`src/rtl/frame_streamer_pkg.sv`:
```
// Shared types and helpers for the frame_streamer sequencer.
package frame_streamer_pkg;

    typedef enum logic [1:0] {
        ST_IDLE     = 2'd0,
        ST_STREAM   = 2'd1,
        ST_WAIT_RDY = 2'd2
    } state_e;

    // $clog2 that never yields a zero-width field (1 pixel / 1 frame geometries)
    function automatic int clog2_min1(input int value);
        return ($clog2(value) < 1) ? 1 : $clog2(value);
    endfunction

endpackage

```
`src/rtl/frame_streamer_addr_gen.sv`:
```
// Pixel address and frame index counters for frame_streamer, with end-of-frame
// and end-of-sequence flags. Both counters wrap to 0 on their last value.
module frame_streamer_addr_gen
    import frame_streamer_pkg::*;
#(
    parameter int NUM_PIX    = 307200,
    parameter int NUM_FRAMES = 3,
    parameter int ADDR_W     = clog2_min1(NUM_PIX),
    parameter int FIDX_W     = clog2_min1(NUM_FRAMES)
) (
    input  logic              clk,
    input  logic              rst,
    input  logic              clear,
    input  logic              adv_addr,
    input  logic              adv_frame,
    output logic [ADDR_W-1:0] addr_r,
    output logic [FIDX_W-1:0] frame_r,
    output logic              last_addr_s,
    output logic              last_frame_s
);

    localparam logic [ADDR_W-1:0] LAST_ADDR  = ADDR_W'(NUM_PIX - 1);
    localparam logic [FIDX_W-1:0] LAST_FRAME = FIDX_W'(NUM_FRAMES - 1);

    assign last_addr_s  = (addr_r == LAST_ADDR);
    assign last_frame_s = (frame_r == LAST_FRAME);

    // Linear pixel address, advanced once per issued read
    always_ff @(posedge clk or posedge rst) begin
        if (rst) begin
            addr_r <= {ADDR_W{1'b0}};
        end else if (clear) begin
            addr_r <= {ADDR_W{1'b0}};
        end else if (adv_addr) begin
            addr_r <= last_addr_s ? {ADDR_W{1'b0}} : addr_r + ADDR_W'(1);
        end else begin
            addr_r <= addr_r;
        end
    end

    // Frame index, advanced when the next frame is launched
    always_ff @(posedge clk or posedge rst) begin
        if (rst) begin
            frame_r <= {FIDX_W{1'b0}};
        end else if (clear) begin
            frame_r <= {FIDX_W{1'b0}};
        end else if (adv_frame) begin
            frame_r <= last_frame_s ? {FIDX_W{1'b0}} : frame_r + FIDX_W'(1);
        end else begin
            frame_r <= frame_r;
        end
    end

endmodule

```
`src/rtl/frame_streamer.sv`:
```
// Multi-frame raster pixel source reading from a 1-cycle-latency frame memory.
// Define FRAME_STREAMER_LOOP_EN to restart at frame 0 while i_go is held.
module frame_streamer
    import frame_streamer_pkg::*;
#(
    parameter int WIDTH      = 640,
    parameter int HEIGHT     = 480,
    parameter int NUM_FRAMES = 3,
    parameter int PIX_W      = 8,
    parameter int ADDR_W     = clog2_min1(WIDTH * HEIGHT),
    parameter int FIDX_W     = clog2_min1(NUM_FRAMES)
) (
    input  logic              i_clk,
    input  logic              i_rst,
    input  logic              i_go,
    input  logic              i_pause,
    input  logic              i_ready,
    output logic              o_mem_rd,
    output logic [ADDR_W-1:0] o_mem_addr,
    output logic [FIDX_W-1:0] o_mem_frame,
    input  logic [PIX_W-1:0]  i_mem_data,
    output logic [PIX_W-1:0]  o_pixel,
    output logic              o_valid,
    output logic              o_start,
    output logic              o_frame_end,
    output logic [FIDX_W-1:0] o_frame_idx,
    output logic              o_busy,
    output logic              o_done
);

    state_e              state_r;
    state_e              state_next_s;
    logic                wait_first_r;
    logic                rd_s;
    logic                clear_s;
    logic                adv_frame_s;
    logic                done_s;
    logic                loop_s;
    logic                accept_s;
    logic [ADDR_W-1:0]   addr_s;
    logic [FIDX_W-1:0]   frame_s;
    logic                last_addr_s;
    logic                last_frame_s;
    logic                valid_r;
    logic                start_r;
    logic                end_r;
    logic [FIDX_W-1:0]   fidx_r;
    logic                done_r;

`ifdef FRAME_STREAMER_LOOP_EN
    assign loop_s = i_go;
`else
    assign loop_s = 1'b0;
`endif

    // The first WAIT_RDY cycle has the last pixel still in flight, so i_ready waits
    assign accept_s = (state_r == ST_WAIT_RDY) && !wait_first_r && i_ready;

    frame_streamer_addr_gen #(
        .NUM_PIX    (WIDTH * HEIGHT),
        .NUM_FRAMES (NUM_FRAMES),
        .ADDR_W     (ADDR_W),
        .FIDX_W     (FIDX_W)
    ) u_addr_gen (
        .clk          (i_clk),
        .rst          (i_rst),
        .clear        (clear_s),
        .adv_addr     (rd_s),
        .adv_frame    (adv_frame_s),
        .addr_r       (addr_s),
        .frame_r      (frame_s),
        .last_addr_s  (last_addr_s),
        .last_frame_s (last_frame_s)
    );

    // FSM state register and first-wait-cycle marker
    always_ff @(posedge i_clk or posedge i_rst) begin
        if (i_rst) begin
            state_r      <= ST_IDLE;
            wait_first_r <= 1'b0;
        end else begin
            state_r      <= state_next_s;
            wait_first_r <= (state_r == ST_STREAM) && (state_next_s == ST_WAIT_RDY);
        end
    end

    // FSM next-state decode
    always_comb begin
        state_next_s = state_r;
        case (state_r)
            ST_IDLE: begin
                if (i_go) state_next_s = ST_STREAM;
                else      state_next_s = ST_IDLE;
            end
            ST_STREAM: begin
                if (rd_s && last_addr_s) state_next_s = ST_WAIT_RDY;
                else                     state_next_s = ST_STREAM;
            end
            ST_WAIT_RDY: begin
                if (accept_s) state_next_s = (!last_frame_s || loop_s) ? ST_STREAM : ST_IDLE;
                else          state_next_s = ST_WAIT_RDY;
            end
            default: state_next_s = ST_IDLE;
        endcase
    end

    // FSM output decode: read strobe and counter controls
    always_comb begin
        rd_s        = 1'b0;
        clear_s     = 1'b0;
        adv_frame_s = 1'b0;
        done_s      = 1'b0;
        case (state_r)
            ST_IDLE:   clear_s = i_go;
            ST_STREAM: rd_s    = !i_pause;
            ST_WAIT_RDY: begin
                if (accept_s) begin
                    adv_frame_s = !last_frame_s || loop_s;
                    done_s      = last_frame_s && !loop_s;
                end else begin
                    adv_frame_s = 1'b0;
                    done_s      = 1'b0;
                end
            end
            default: rd_s = 1'b0;
        endcase
    end

    // Output stage aligned with the memory's one-cycle read latency
    always_ff @(posedge i_clk or posedge i_rst) begin
        if (i_rst) begin
            valid_r <= 1'b0;
            start_r <= 1'b0;
            end_r   <= 1'b0;
            fidx_r  <= {FIDX_W{1'b0}};
            done_r  <= 1'b0;
        end else begin
            valid_r <= rd_s;
            start_r <= rd_s && (addr_s == {ADDR_W{1'b0}});
            end_r   <= rd_s && last_addr_s;
            fidx_r  <= frame_s;
            done_r  <= done_s;
        end
    end

    assign o_mem_rd    = rd_s;
    assign o_mem_addr  = addr_s;
    assign o_mem_frame = frame_s;
    assign o_pixel     = valid_r ? i_mem_data : {PIX_W{1'b0}};
    assign o_valid     = valid_r;
    assign o_start     = start_r;
    assign o_frame_end = end_r;
    assign o_frame_idx = fidx_r;
    assign o_busy      = (state_r != ST_IDLE);
    assign o_done      = done_r;

endmodule

```
`config.mk`:
```
export PLATFORM = sky130hd
export DESIGN_NAME = frame_streamer
export DESIGN_NICKNAME = d
export VERILOG_FILES = /design/src/rtl/frame_streamer_pkg.sv /design/src/rtl/frame_streamer_addr_gen.sv /design/src/rtl/frame_streamer.sv
export SDC_FILE = /design/constraint.sdc
export NUM_CORES = 1
export LEC_CHECK = 0
export BUFFER_PORTS_ARGS = -buffer_cell sky130_fd_sc_hd__buf_2
export CORE_AREA = 8 8 74 76
export DETAILED_ROUTE_END_ITERATION = 8
export DIE_AREA = 0 0 82 84
export PLACE_DENSITY_LB_ADDON = 0.15
export REMOVE_ABC_BUFFERS = 1
export SETUP_SLACK_MARGIN = 0.3
export SLEW_MARGIN = 20
export SYNTH_ARGS = -nofsm -noshare
export SYNTH_HDL_FRONTEND = slang
export SYNTH_HIERARCHICAL = 1
export SYNTH_SLANG_ARGS = --single-unit
```
`constraint.sdc`:
```
create_clock -name i_clk -period 2.6 [get_ports i_clk]
set_input_delay 0.13 -clock i_clk [delete_from_list [all_inputs] [get_ports i_clk]]
set_output_delay 0.13 -clock i_clk [all_outputs]
set_load 0.02 [all_outputs]
```
==> results list <==
- Upper clock frequency limit: 474.8 MHz
* Crit start category: register
* Setup TNS after final layout: 0 ns
- Initial core utilization: 37.47%
- At the worst endpoint, the required time is 2.81 ns.
* Post-synth EDFFs: 0
- Antenna violations before repair: 0
* DIE HEIGHT: 84 um
- Counting distinct cell types in the post-synthesis netlist gives 45.
* Pin count of the biggest net entering global routing: 22
- Maximum fanout along the worst path: 9
* Actual transition at the worst max-transition pin: 0.8293 ns
- Setup repair after global routing left no endpoint under its margin.
- The share of total power dissipated in sequential elements is 44.0%.
- The internal portion of the total power is 926.4 uW.
- Number of failing hold endpoints at the final stage: 0
- Total setup buffers inserted after CTS: 0
* Instance area after placement: 1907 sq um
- The root buffer cell chosen for the clock tree is sky130_fd_sc_hd__clkbuf_8.
- Summing all non-filler instances in the final layout gives an area of 2029 sq um.
- Site Rows: 24
- For the worst-skew pair, the clock arrives at the later sink with an insertion delay of 0.28 ns.
- The pre-antenna-repair detailed-routing pass consisted of 4 iterations.
- Buffers on Ports: 49
- Number of buffers on the longest clock path: 2
* Via count of the first global-routing pass: 1,401
- The worst setup path is of the reg -> reg kind.
- After layout, the design draws a total of 1.406 mW.
- Part of the total power dissipated in the clock network: 32.9%
- MaxCap Viol Count: 0
- Shortest clock period the worst path allows after layout: 2.106 ns
- Overflow left after global routing: 0
- After detailed routing, the average wire length per cell comes to 15.15 um.
* Initial detailed-routing violation count: 81
- Measured on the finished design, the core utilization comes to 47.59%.
- After detailed routing, the number of vias per cell comes to 5.287.
* Leakage power: 1.005 nW
- The multi-input combinational cells in the finished layout cover a total of 797.0 sq um.
* Switching Fraction: 34.10%
- Core Box Area: 4264 sq um
- Data arrives at the worst endpoint at 2.32 ns.
* Area growth from synthesis to layout: 27.02%
* Post-Synthesis Cells: 168
- CTS Sinks: 30
* Placed cell count: 266
* CP max stage cell: sky130_fd_sc_hd__or4_4
* Final Non-Filler Cells: 275
* Sum of buffers and inverters on the critical path: 0
- The first global-routing pass estimated 6824 um of wire.
* Setup Viol. Count Final: 0
- Among cell families on the critical path, the largest total delay comes from simple AND/OR/NAND/NOR gates.
- In this run the cell area of the synthesized design comes to 1598 sq um.
* Worst Hold Margin: 0.1802 ns
* Async set-reset flop share out of synthesis: 100.0%
* P per Cell Area: 692.8 nW/um^2
* Number of max-slew violations in the final report: 0
* TritonCTS clock tree: yes
- Horizontal die dimension: 82 um
- Deepest level of the CTS H-tree: 2
* Overall global routing resource usage: 12.45%
- In this run, CTS created clock tree buffers numbering 5.
* CTS clock-pin slew for the worst setup and hold paths: 0.07 ns
* Tcrit/Tclk final: 81.01%
- The routed layout has 1,454 vias.
- The flow ran to the end, and the final reports show no timing, DRC or antenna violations.
- Die outline area: 6888 sq um
- Area of all sequential standard cells: 750.7 sq um
* Routability cong.: 0.7722
- Measured against its own limit, the worst slew margin works out to 44.65%.
- In the routed design, unresolved DRC markers number 0.
* Path category of the worst min-delay check: in -> reg
* Io pins: 50
- Detailed placement HPWL: 3014 um
- Counting flops and latches in the post-synthesis netlist gives 30.
- 0 antenna diodes ended up in the layout.
* Switching power: 479.5 uW
* Part of the Yosys area used for sequential elements: 46.99%
- Final worst setup slack: 0.4937 ns
* Post-route antenna net violation count: 0
- Post-Route Skew: 0.005171 ns
- Mean instance size in the synthesized netlist: 9.511 sq um
* Setup slack of the worst register-to-register path: 0.49 ns
- Share of final-layout standard cells stronger than drive strength 1: 31.84%
* Net count, final: 236
- Combinational logic is responsible for 23.1% of the overall power.
- Stage delay of the slowest cell on the critical path: 0.54 ns
* # fillers: 430
* Routed Wire Length: 4166 um
- Number of warnings printed during yosys synthesis: 6
- Cells along the critical path: or2_1 -> nor2_1 -> nor2_1 -> or4_4 -> or4_4 -> a21oi_2
- Post-place setup slack: 0.3852 ns
- Type of destination of the critical path: register
- Predominant post-synthesis flop cell: sky130_fd_sc_hd__dfrtp_1
- IR analysis of the VDD net gives a maximum drop of 0.5042 mV.
## cell usage in the layout (no fill, tap or decap), types with 3 or more instances in the layout
cell	n
sky130_fd_sc_hd__buf_2	49
sky130_fd_sc_hd__dfrtp_1	30
sky130_fd_sc_hd__nor2_1	17
sky130_fd_sc_hd__and2_1	10
sky130_fd_sc_hd__nand2_1	9
sky130_fd_sc_hd__a21oi_1	9
sky130_fd_sc_hd__inv_1	8
sky130_fd_sc_hd__nand4_1	7
sky130_fd_sc_hd__o21ai_0	6
sky130_fd_sc_hd__nor3_1	6
sky130_fd_sc_hd__clkbuf_8	5
sky130_fd_sc_hd__nor4_1	4
sky130_fd_sc_hd__xor2_1	4
sky130_fd_sc_hd__o31ai_1	4
sky130_fd_sc_hd__nand3_1	4
sky130_fd_sc_hd__or3_1	4
sky130_fd_sc_hd__nand3b_1	3
sky130_fd_sc_hd__buf_4	3
sky130_fd_sc_hd__and3_1	3
sky130_fd_sc_hd__xnor2_1	3
## power by group through the flow
stage / clock network, mW / logic [mW] / registers, mW
after floorplan: 0 / 0.143 / 0.675
after global placement: 0 / 0.324 / 0.624
after detailed placement: 0 / 0.325 / 0.624
after CTS: 0.479 / 0.328 / 0.617
after global routing: 0.493 / 0.357 / 0.631
final: 0.463 / 0.324 / 0.618
## kinds of logic (layout without fill, tap and decap cells)
family | Yosys count | in the layout | synth area share, %
simple gates | 88 | 88 | 34.06
xor+xnor | 7 | 7 | 3.837
compound gates | 28 | 28 | 10.96
buf+inv | 14 | 69 | 3.367
fa+ha+maj | 1 | 1 | 0.7830
flops | 30 | 30 | 46.99
## path summary, 6_finish.rpt
| check | to | cells after the start | from |
|---|---|---|---|
| max | u_addr_gen/addr_r[17] | 6 | state_r[1] |
| min | state_r[0] | 3 | i_go |
| max reg2reg | u_addr_gen/addr_r[17] | 6 | state_r[1] |
| min reg2reg | o_frame_idx[1] | 0 | u_addr_gen/frame_r[1] |
| max in group asynchronous | u_addr_gen/addr_r[2] | 3 | i_rst |
| min in group asynchronous | state_r[1] | 3 | i_rst |
## synth_stat cells, types with 3 or more instances
library cell	instances	area share (%)
sky130_fd_sc_hd__a21oi_1	9	2.8
sky130_fd_sc_hd__o31ai_1	4	1.9
sky130_fd_sc_hd__or3_1	4	1.6
sky130_fd_sc_hd__xnor2_1	3	1.6
sky130_fd_sc_hd__nand2_1	9	2.1
sky130_fd_sc_hd__and3_1	3	1.2
sky130_fd_sc_hd__o21ai_0	6	1.9
sky130_fd_sc_hd__dfrtp_1	30	47
sky130_fd_sc_hd__nor4_1	4	1.6
sky130_fd_sc_hd__clkbuf_1	4	0.94
sky130_fd_sc_hd__nor2_1	17	4.0
sky130_fd_sc_hd__nand4_1	7	2.7
sky130_fd_sc_hd__inv_1	8	1.9
sky130_fd_sc_hd__nand3_1	4	1.3
sky130_fd_sc_hd__xor2_1	4	2.2
sky130_fd_sc_hd__or4_1	3	1.4
sky130_fd_sc_hd__nor3_1	6	1.9
sky130_fd_sc_hd__nand3b_1	3	1.4
sky130_fd_sc_hd__and2_1	10	3.9
## sequential cells by signal (all words and copies together) (netlist names)
name / count
o_done: 1
o_frame_end: 1
o_frame_idx: 2
o_start: 1
o_valid: 1
state_r: 2
u_addr_gen/addr_r: 19
u_addr_gen/frame_r: 2
wait_first_r: 1
## layer usage
layer	track usage, %	wire [um]	vias to the layer above	share of wire (%)
met5	0	0	-	0
met3	4.203	341	6	8.2
met4	3.834	51	0	1.2
met1	15.31	1857	690	45
li1	-	-	713	-
met2	19.68	1915	45	46
## cell type report
cell class / count / area share [%]
inverters: 8 / 1.480
repair buffers: 53 / 13.69
multi-input cells: 124 / 39.27
flip-flops and latches: 30 / 36.99
clock inverters: 3 / 1.973
clock buffers: 5 / 3.391
well taps: 52 / 3.206
## worst register-to-register path, delay by kind of cell, from the launching register on
family / cells / cell delay (ns)
simple gates: 5 / 1.46
flops: 1 / 0.43
compound gates: 1 / 0.14
## timing repair
item	in CTS	in global routing
hold buffers	1	0
setup endpoints to repair	0	1
endpoints found under the hold margin	9	0
resized for setup	0	1
Power figures use the tool's default switching activity.
